**config.mk**
```make
export PLATFORM = sky130hd
export DESIGN_NAME = nn_infer_sequencer
export DESIGN_NICKNAME = d
export VERILOG_FILES = /design/src/rtl/nn_ctrl_pkg.sv /design/src/rtl/nn_wait_timer.sv /design/src/rtl/nn_infer_sequencer.sv
export SDC_FILE = /design/constraint.sdc
export NUM_CORES = 1
export LEC_CHECK = 0
export ABC_AREA = 1
export ABC_CLOCK_PERIOD_IN_PS = 2500
export BUFFER_PORTS_ARGS = -buffer_cell sky130_fd_sc_hd__buf_2
export CAP_MARGIN = 20
export CORE_AREA = 4 4 204 206
export CTS_CLUSTER_DIAMETER = 150
export DETAILED_ROUTE_END_ITERATION = 12
export DIE_AREA = 0 0 208 210
export GPL_TIMING_DRIVEN = 0
export HOLD_SLACK_MARGIN = 0.1
export MAX_ROUTING_LAYER = met4
export PLACE_DENSITY_LB_ADDON = 0.25
export SLEW_MARGIN = 20
export SYNTH_ARGS = -nofsm -noshare
export SYNTH_HDL_FRONTEND = slang
export SYNTH_SLANG_ARGS = --single-unit
```
**constraint.sdc**
```tcl
create_clock -name i_clk -period 2.5 [get_ports i_clk]
set_input_delay 0.625 -clock i_clk [delete_from_list [all_inputs] [get_ports i_clk]]
set_output_delay 0.625 -clock i_clk [all_outputs]
set_load 0.05 [all_outputs]
```
**src/rtl/nn_ctrl_pkg.sv**
```systemverilog
// Shared types and constants for the inference sequencer.
package nn_ctrl_pkg;

  localparam int DEF_AWIDTH = 4;
  localparam int DEF_DWIDTH = 256;
  localparam int TMR_W      = 8;

  typedef enum logic [2:0] {
    S_IDLE,
    S_RD_ADDR,
    S_RD_WAIT,
    S_MAC,
    S_ACT,
    S_ACT_WAIT,
    S_CAPT,
    S_DONE
  } state_t;

  // Cycles spent on one layer: RD_ADDR, MAC, ACT, CAPT plus both waits.
  function automatic int layer_cycles(input int rd_lat, input int act_lat);
    return 4 + rd_lat + act_lat;
  endfunction

endpackage

```
**src/rtl/nn_wait_timer.sv**
```systemverilog
// Loadable down-counter; expires when the count reaches zero and holds there.
module nn_wait_timer
  import nn_ctrl_pkg::*;
#(
  parameter int W = TMR_W
) (
  input  logic         i_clk,
  input  logic         i_rst_n,
  input  logic         i_load,
  input  logic [W-1:0] i_load_val,
  output logic         o_expire
);

  logic [W-1:0] r_cnt;

  // Load takes priority; otherwise count down and stop at zero.
  always_ff @(posedge i_clk or negedge i_rst_n) begin
    if (!i_rst_n) begin
      r_cnt <= '0;
    end else if (i_load) begin
      r_cnt <= i_load_val;
    end else if (r_cnt != '0) begin
      r_cnt <= r_cnt - W'(1);
    end
  end

  assign o_expire = (r_cnt == '0);

endmodule

```
**src/rtl/nn_infer_sequencer.sv**
```systemverilog
// Sequences one feed-forward inference over the shared weight RAM and
// arbitrates that RAM port with the host weight loader.
//
// state      | meaning
// -----------+-------------------------------------------------------
// S_IDLE     | waiting for start; host writes granted here only
// S_RD_ADDR  | present layer address to RAM, load operands
// S_RD_WAIT  | hold address for RD_LAT cycles
// S_MAC      | capture dot products from the RAM word
// S_ACT      | launch activation
// S_ACT_WAIT | wait ACT_LAT cycles for activation result
// S_CAPT     | capture activation outputs, advance or finish
// S_DONE     | one-cycle completion pulse
module nn_infer_sequencer
  import nn_ctrl_pkg::*;
#(
  parameter int AWIDTH     = DEF_AWIDTH,
  parameter int DWIDTH     = DEF_DWIDTH,
  parameter int NUM_LAYERS = 2,
  parameter int RD_LAT     = 1,
  parameter int ACT_LAT    = 1,
  localparam int LW        = (NUM_LAYERS > 1) ? $clog2(NUM_LAYERS) : 1
) (
  input  logic              i_clk,
  input  logic              i_rst_n,
  input  logic              i_start,
  input  logic              i_abort,
  output logic              o_busy,
  output logic              o_done,
  output logic [LW-1:0]     o_layer_idx,
  output logic              o_load_x,
  output logic              o_mac_en,
  output logic              o_act_en,
  output logic              o_act_cap,
  output logic [AWIDTH-1:0] o_mem_addr,
  output logic              o_mem_we,
  output logic [DWIDTH-1:0] o_mem_wdata,
  input  logic              i_host_wr_req,
  input  logic [AWIDTH-1:0] i_host_wr_addr,
  input  logic [DWIDTH-1:0] i_host_wr_data,
  output logic              o_host_wr_gnt
);

  state_t           r_state;
  state_t           w_next;
  logic [LW-1:0]    r_layer_idx;
  logic [LW-1:0]    w_layer_next;
  logic             r_start_pend;
  logic             w_pend_next;
  logic             w_tmr_load;
  logic [TMR_W-1:0] w_tmr_val;
  logic             w_tmr_expire;

  nn_wait_timer #(.W(TMR_W)) u_wait_timer (
    .i_clk      (i_clk),
    .i_rst_n    (i_rst_n),
    .i_load     (w_tmr_load),
    .i_load_val (w_tmr_val),
    .o_expire   (w_tmr_expire)
  );

  // State, layer index and pending-start registers.
  always_ff @(posedge i_clk or negedge i_rst_n) begin
    if (!i_rst_n) begin
      r_state      <= S_IDLE;
      r_layer_idx  <= '0;
      r_start_pend <= 1'b0;
    end else begin
      r_state      <= w_next;
      r_layer_idx  <= w_layer_next;
      r_start_pend <= w_pend_next;
    end
  end

  // Next-state, RAM port mux and strobe generation.
  always_comb begin
    w_next        = r_state;
    w_layer_next  = r_layer_idx;
    w_pend_next   = r_start_pend;
    w_tmr_load    = 1'b0;
    w_tmr_val     = '0;
    o_load_x      = 1'b0;
    o_mac_en      = 1'b0;
    o_act_en      = 1'b0;
    o_act_cap     = 1'b0;
    o_done        = 1'b0;
    o_mem_addr    = '0;
    o_mem_we      = 1'b0;
    o_mem_wdata   = '0;
    o_host_wr_gnt = 1'b0;

    // The inference keeps its layer address on the port for the whole layer.
    if (r_state != S_IDLE) begin
      o_mem_addr = AWIDTH'(r_layer_idx);
    end

    case (r_state)
      S_IDLE: begin
        w_layer_next = '0;
        if (i_host_wr_req) begin
          o_mem_we      = 1'b1;
          o_mem_addr    = i_host_wr_addr;
          o_mem_wdata   = i_host_wr_data;
          o_host_wr_gnt = 1'b1;
          if (i_abort) begin
            w_pend_next = 1'b0;
          end else if (i_start) begin
            w_pend_next = 1'b1;
          end
        end else if (i_abort) begin
          w_pend_next = 1'b0;
        end else if (i_start || r_start_pend) begin
          w_next      = S_RD_ADDR;
          w_pend_next = 1'b0;
        end
      end
      S_RD_ADDR: begin
        o_load_x   = 1'b1;
        w_tmr_load = 1'b1;
        w_tmr_val  = TMR_W'(RD_LAT - 1);
        w_next     = S_RD_WAIT;
      end
      S_RD_WAIT: begin
        if (w_tmr_expire) begin
          w_next = S_MAC;
        end
      end
      S_MAC: begin
        o_mac_en = 1'b1;
        w_next   = S_ACT;
      end
      S_ACT: begin
        o_act_en   = 1'b1;
        w_tmr_load = 1'b1;
        w_tmr_val  = TMR_W'(ACT_LAT - 1);
        w_next     = S_ACT_WAIT;
      end
      S_ACT_WAIT: begin
        if (w_tmr_expire) begin
          w_next = S_CAPT;
        end
      end
      S_CAPT: begin
        o_act_cap = 1'b1;
        if (r_layer_idx == LW'(NUM_LAYERS - 1)) begin
          w_next = S_DONE;
        end else begin
          w_layer_next = r_layer_idx + LW'(1);
          w_next       = S_RD_ADDR;
        end
      end
      S_DONE: begin
        o_done       = 1'b1;
        w_layer_next = '0;
        w_next       = S_IDLE;
      end
      default: begin
        w_next       = S_IDLE;
        w_layer_next = '0;
      end
    endcase

    // Abort cancels a running inference without any strobe in that cycle.
    if (i_abort && (r_state != S_IDLE)) begin
      w_next       = S_IDLE;
      w_layer_next = '0;
      w_tmr_load   = 1'b0;
      o_load_x     = 1'b0;
      o_mac_en     = 1'b0;
      o_act_en     = 1'b0;
      o_act_cap    = 1'b0;
      o_done       = 1'b0;
    end
  end

  assign o_busy      = (r_state != S_IDLE) && (r_state != S_DONE);
  assign o_layer_idx = r_layer_idx;

endmodule

```
; Yosys cells after proc, flatten, opt, wreduce, memory -nomap -nowiden
; Cells that the tools add are included.
[classes]
n_addsub = 2
n_eq_ne = 14
n_mux = 37
reduce_logical = 14
[ops]
columns = operator, n
row1 = 2-to-1 mux 256 bit, 2
row2 = case mux 3 bit (8 select lines), 1
row3 = 2-to-1 mux 1 bit, 22
row4 = 2-to-1 mux 3 bit, 7
row5 = 2-to-1 mux 8 bit, 2
row6 = inequality test 3 bit (second input constant), 5
row7 = == test 3 bit (second input constant), 4
row8 = nonzero test 3 bit, 3
row9 = logical NOT 8 bit, 1
row10 = 2-to-1 mux 4 bit, 2
row11 = nonzero test 8 bit, 1
row12 = subtractor 8 x 1 -> 8 bit (second input constant), 1
row13 = == test 3 x 2 -> 1 bit (second input constant), 2
row14 = inequality test 3 x 2 -> 1 bit (second input constant), 2
row15 = AND reduction 5 bit, 1
row16 = OR reduction 2 bit, 2
row17 = == test 3 x 1 -> 1 bit (second input constant), 1
row18 = logical NOT 3 bit, 1
row19 = AND reduction 3 bit, 1
row20 = logical AND 1 bit, 2
row21 = case mux 1 bit (2 select lines), 1
row22 = nonzero test 2 bit, 1
row23 = adder 1 bit (second input constant), 1
row24 = logical OR 1 bit, 1
[word_totals]
regBits = 13
inputBits = 265
out_inout_bits = 269
word_cells = 71

; Depth between registers and ports, before layout
[logic_depth]
depth_word = 6
depth_mapped = 8
depth_no_buf = 8

; By module
; A second synthesis with hierarchy kept.
[unflattened]
cells_unflattened = 713
area_unflattened_um2 = 3437.0
[by_module_without_submodules]
columns = module, instances, cells_each, area_each_um2, seq_area_each_um2
row1 = nn_infer_sequencer, 1, 642, 2905.3, 125.1
row2 = nn_wait_timer, 1, 71, 531.8, 200.2

; Worst setup path before layout
; Ideal clock, no wire load.
[synth_timing]
path_type = input port to output port
startpoint = input i_abort
endpoint = output o_mac_en
arrival_ns = 2.178
t_required_ns = 1.875
path_slack_ns = -0.303
cell_stages = 1
path_buffers = 0
cell_sequence = nor4_1
[synth_between]
elab_chain_cells = 2
[synth_rtl]
columns = item, line
row1 = from (decl), nn_infer_sequencer.sv:27  ; input logic i_abort,
row2 = logical AND 1 bit, nn_infer_sequencer.sv:164  ; if (i_abort && (r_state != S_IDLE)) begin
row3 = 2-to-1 mux 1 bit, nn_infer_sequencer.sv:164
row4 = to (decl), nn_infer_sequencer.sv:32  ; output logic o_mac_en,
; Every way passes these cells.

; Worst setup path in the final report
[layout_timing]
startpoint = register r_state[0]
endpoint = output o_mem_wdata[53]
[layout_between]
elab_chain_cells = 2
[layout_rtl]
columns = item, line
row1 = from (decl), nn_infer_sequencer.sv:44  ; state_t r_state;
row2 = from (signal assigned), nn_infer_sequencer.sv:69  ; r_state <= w_next;
row3 = logical NOT 3 bit, nn_infer_sequencer.sv:97  ; case (r_state)
row4 = 2-to-1 mux 256 bit, nn_infer_sequencer.sv:97
row5 = to (decl), nn_infer_sequencer.sv:37  ; output logic [DWIDTH-1:0] o_mem_wdata,
; Every way passes these cells.

==> run metrics <==
highest-count cells in the layout ignoring fill and taps=buf_2, nand2_1, nor2_2; Finished Cell Area=around 7800 um2; Data arrival, critical path=approximately 1.8 ns; Power Density=roughly 1200 nW/um2; HPWL after detailed placement=roughly 22000 um; nets in the synthesized netlist=963; buffers from clock root to sink, at most=2; share of synthesized area occupied by flip-flops and latches=0.107; dpl ws=-0.439 ns; flop-to-flop setup slack=approximately 0.86 ns; Clock Root Buffer=clkbuf_16; critical path cell sequence=inv_2, nand3_2, buf_6, buf_2, nor2_1, buf_2; number of I/O port buffers=about 530; relative max-transition margin=0.751; pin count of the biggest net entering global routing=14; most common cell after layout, fill and taps aside=buf_2; YS warnings=0; fraction of layout instances using a drive strength above 1=0.651; Final Instance Count excl. Fillers=between 1.5k and 2k; status=finished clean; area added between synthesis and finish=157%; Remaining DRCs=0; Critical R2R Capture=u_wait_timer.r_cnt[7]$_DFFE_PN0P_; cell type with the largest total area after synthesis=nand2_1; die extent in y=210 um; clock network latency to the later pin of the worst-skew pair=~0.24 ns; total core area=between 30000 and 40000 um2; type of the most critical hold path=in2async; Inst Count DP=between 1.5k and 2k; cell type with the highest occurrence count on the critical path=buf_2; htree depth=1; number of sinks driven by the clock tree=13; top-area cell type share of the netlist area=0.356; Worst Skew=0.00143 ns; setup TNS=0 ns; wire length per cell after detailed routing=between 10 and 15 um; Worst IR Drop VDD=roughly 0.52 mV; launch point of the critical path=r_state[0]$_DFFE_PN0P_; Avg Synthesized Cell Area=4.35 um2; Placed Area=about 6900 um2; DR pass1 iterations=5; largest cells by area after synthesis=nand2_1, nor2_1, dfrtp_1; final critical delay including setup and external delays=2.44 ns; total buffers and inverters traversed by the critical path=4; routed vias/inst=3.49; full die area=~44000 um2; # IOs=~530; cell area after synthesis=3030 um2; Slew Viols, Final=0; startpoint types=register; FMAX=roughly 0.41 GHz; Critical Path Sink Type=output port; Crit Path Max Fanout=10; total wire length after detailed routing=~25000 um; number of global-route vias before repair=approximately 5.8k; RSZ-0062 raised after global routing=true; max incr delay on CP=between 0.4 and 0.5 ns; number of cells traversed by the worst register-to-register path=7; leakage component of the power=around 4.2 nW; clock transition time at the flip-flop clock pins of the worst setup and hold paths=approximately 0.04 ns; count of different cell masters after synthesis=20; total routing resource utilization after global routing=0.103; final worst-path cycle share=0.975; number of antenna violations at the first check in global routing=0; detailed-route via count=6140; num rows=73; final global-route overflow total=0; TritonCTS clock tree=built; width of the die=208 um; post-synthesis sequential element count=13; first-pass GRT wire length=~35000 um; beginning of the worst register-to-register path=u_wait_timer.r_cnt[0]$_DFFE_PN0P_; Syn Inst Count=roughly 700; Final setup violation count=0; max-cap check violation count=0; number of CTS-inserted buffers=3; critical path required time=roughly 1.9 ns; initial standard-cell utilization of the core=0.0765; Critical-path top delay cell=dfrtp_2; gpl congestion=between 0.9 and 1; slew of the pin with the lowest slew margin=~0.37 ns; category of cells accounting for the largest share of critical-path delay=buffers and inverters; final-stage net count=around 1.5k; number of setup buffers added after CTS=0; antenna fix cells=0; violation count after the first detailed-route iteration=roughly 270; number of endpoints with negative hold slack in the final report=0; setup slack of the critical path after layout=0.0621 ns; number of hold buffers added after CTS=0; type of the setup path with the least slack=reg2out; overall power of the completed layout=9.65 mW; number of nets still failing antenna checks after routing=0
[cell type report]
cell class / count / area [um2]
Buffer: 59 / 392
Clock buffer: 4 / 78.8
Fill cell: 4700 / 31900
Inverter: 20 / 75.1
Multi-Input combinational cell: 605 / 2930
Sequential cell: 13 / 329
Tap cell: 525 / 657
Timing Repair Buffer: 533 / 3330
[state kept, by name, indices dropped and copies added, names as in the netlist]
signal	cells
u_wait_timer.r_cnt	8
r_start_pend	1
o_layer_idx	1
r_state	3
[report_power, final]
group / total, mW / internal, mW / switching [mW] / leakage [nW]
clock network: 0.302 / 0.215 / 0.0871 / 0.0382
registers: 0.393 / 0.309 / 0.0842 / 0.164
logic: 8.96 / 2.34 / 6.62 / 3.99
total: 9.65 / 2.86 / 6.79 / 4.19
[worst reg2reg max path: cells and delay by family, from the launching register on]
family | cells | cell delay, ns
fa+ha+maj | 1 | 0.20
buf+inv | 2 | 0.19
flops | 1 | 0.37
simple gates | 4 | 0.76
[per-stage QoR]
| stage | util | hold WS, ns |
|---|---|---|
| 4_1_cts | 0.186 | 0.283 |
| 3_5_place_dp | 0.173 | 0.485 |
| 6_report | 0.197 | 0.274 |
| 5_1_grt | 0.197 | 0.306 |
| 2_1_floorplan | - | 0.329 |
| 3_3_place_gp | 0.173 | 0.470 |
[per-layer routing]
| layer | up-vias | routed length [um] | GRT usage |
|---|---|---|---|
| li1 | 3124 | - | - |
| met4 | 0 | 353 | 0.0177 |
| met2 | 309 | 12600 | 0.176 |
| met5 | - | 0 | - |
| met1 | 2689 | 10100 | 0.127 |
| met3 | 18 | 1980 | 0.0225 |
[cells in the mapped netlist, drive strengths merged]
| cell | n |
|---|---|
| nand3b | 1 |
| ha | 1 |
| buf | 36 |
| nor2 | 282 |
| o21ai | 8 |
| nand3 | 11 |
| dfrtp | 13 |
| xor2 | 1 |
| nand2 | 288 |
| nor3 | 6 |
| clkbuf | 23 |
| inv | 20 |
| xnor2 | 1 |
| nor4 | 1 |
| a21oi | 4 |
| nand4 | 1 |
[worst max-delay path by stage]
stage	to	depth (start not counted)
6_report	o_mem_wdata[53]	6
5_1_grt	o_mem_wdata[124]	7
4_1_cts	o_mem_wdata[59]	6
3_5_place_dp	o_mem_wdata[157]	6
3_3_place_gp	o_mem_wdata[157]	6
2_1_floorplan	o_mem_addr[0]	6
[timing repair]
action | CTS | global route
setup endpoints to repair | 216 | 163
resized for setup | 163 | 168
gates cloned | 0 | 1
pin swaps | 0 | 0
[kinds of logic (layout without fill, tap and decap cells)]
group | Yosys count | in the layout | share of synthesized area
adder cells (fa/ha/maj) | 1 | 1 | 0.00412
flip-flops | 13 | 13 | 0.107
AO/OA/AOI/OAI | 12 | 12 | 0.0198
buffers and inverters | 79 | 616 | 0.123
AND/OR/NAND/NOR | 590 | 590 | 0.740
XOR/XNOR | 2 | 2 | 0.00578
(Power assumes the default switching activity.)
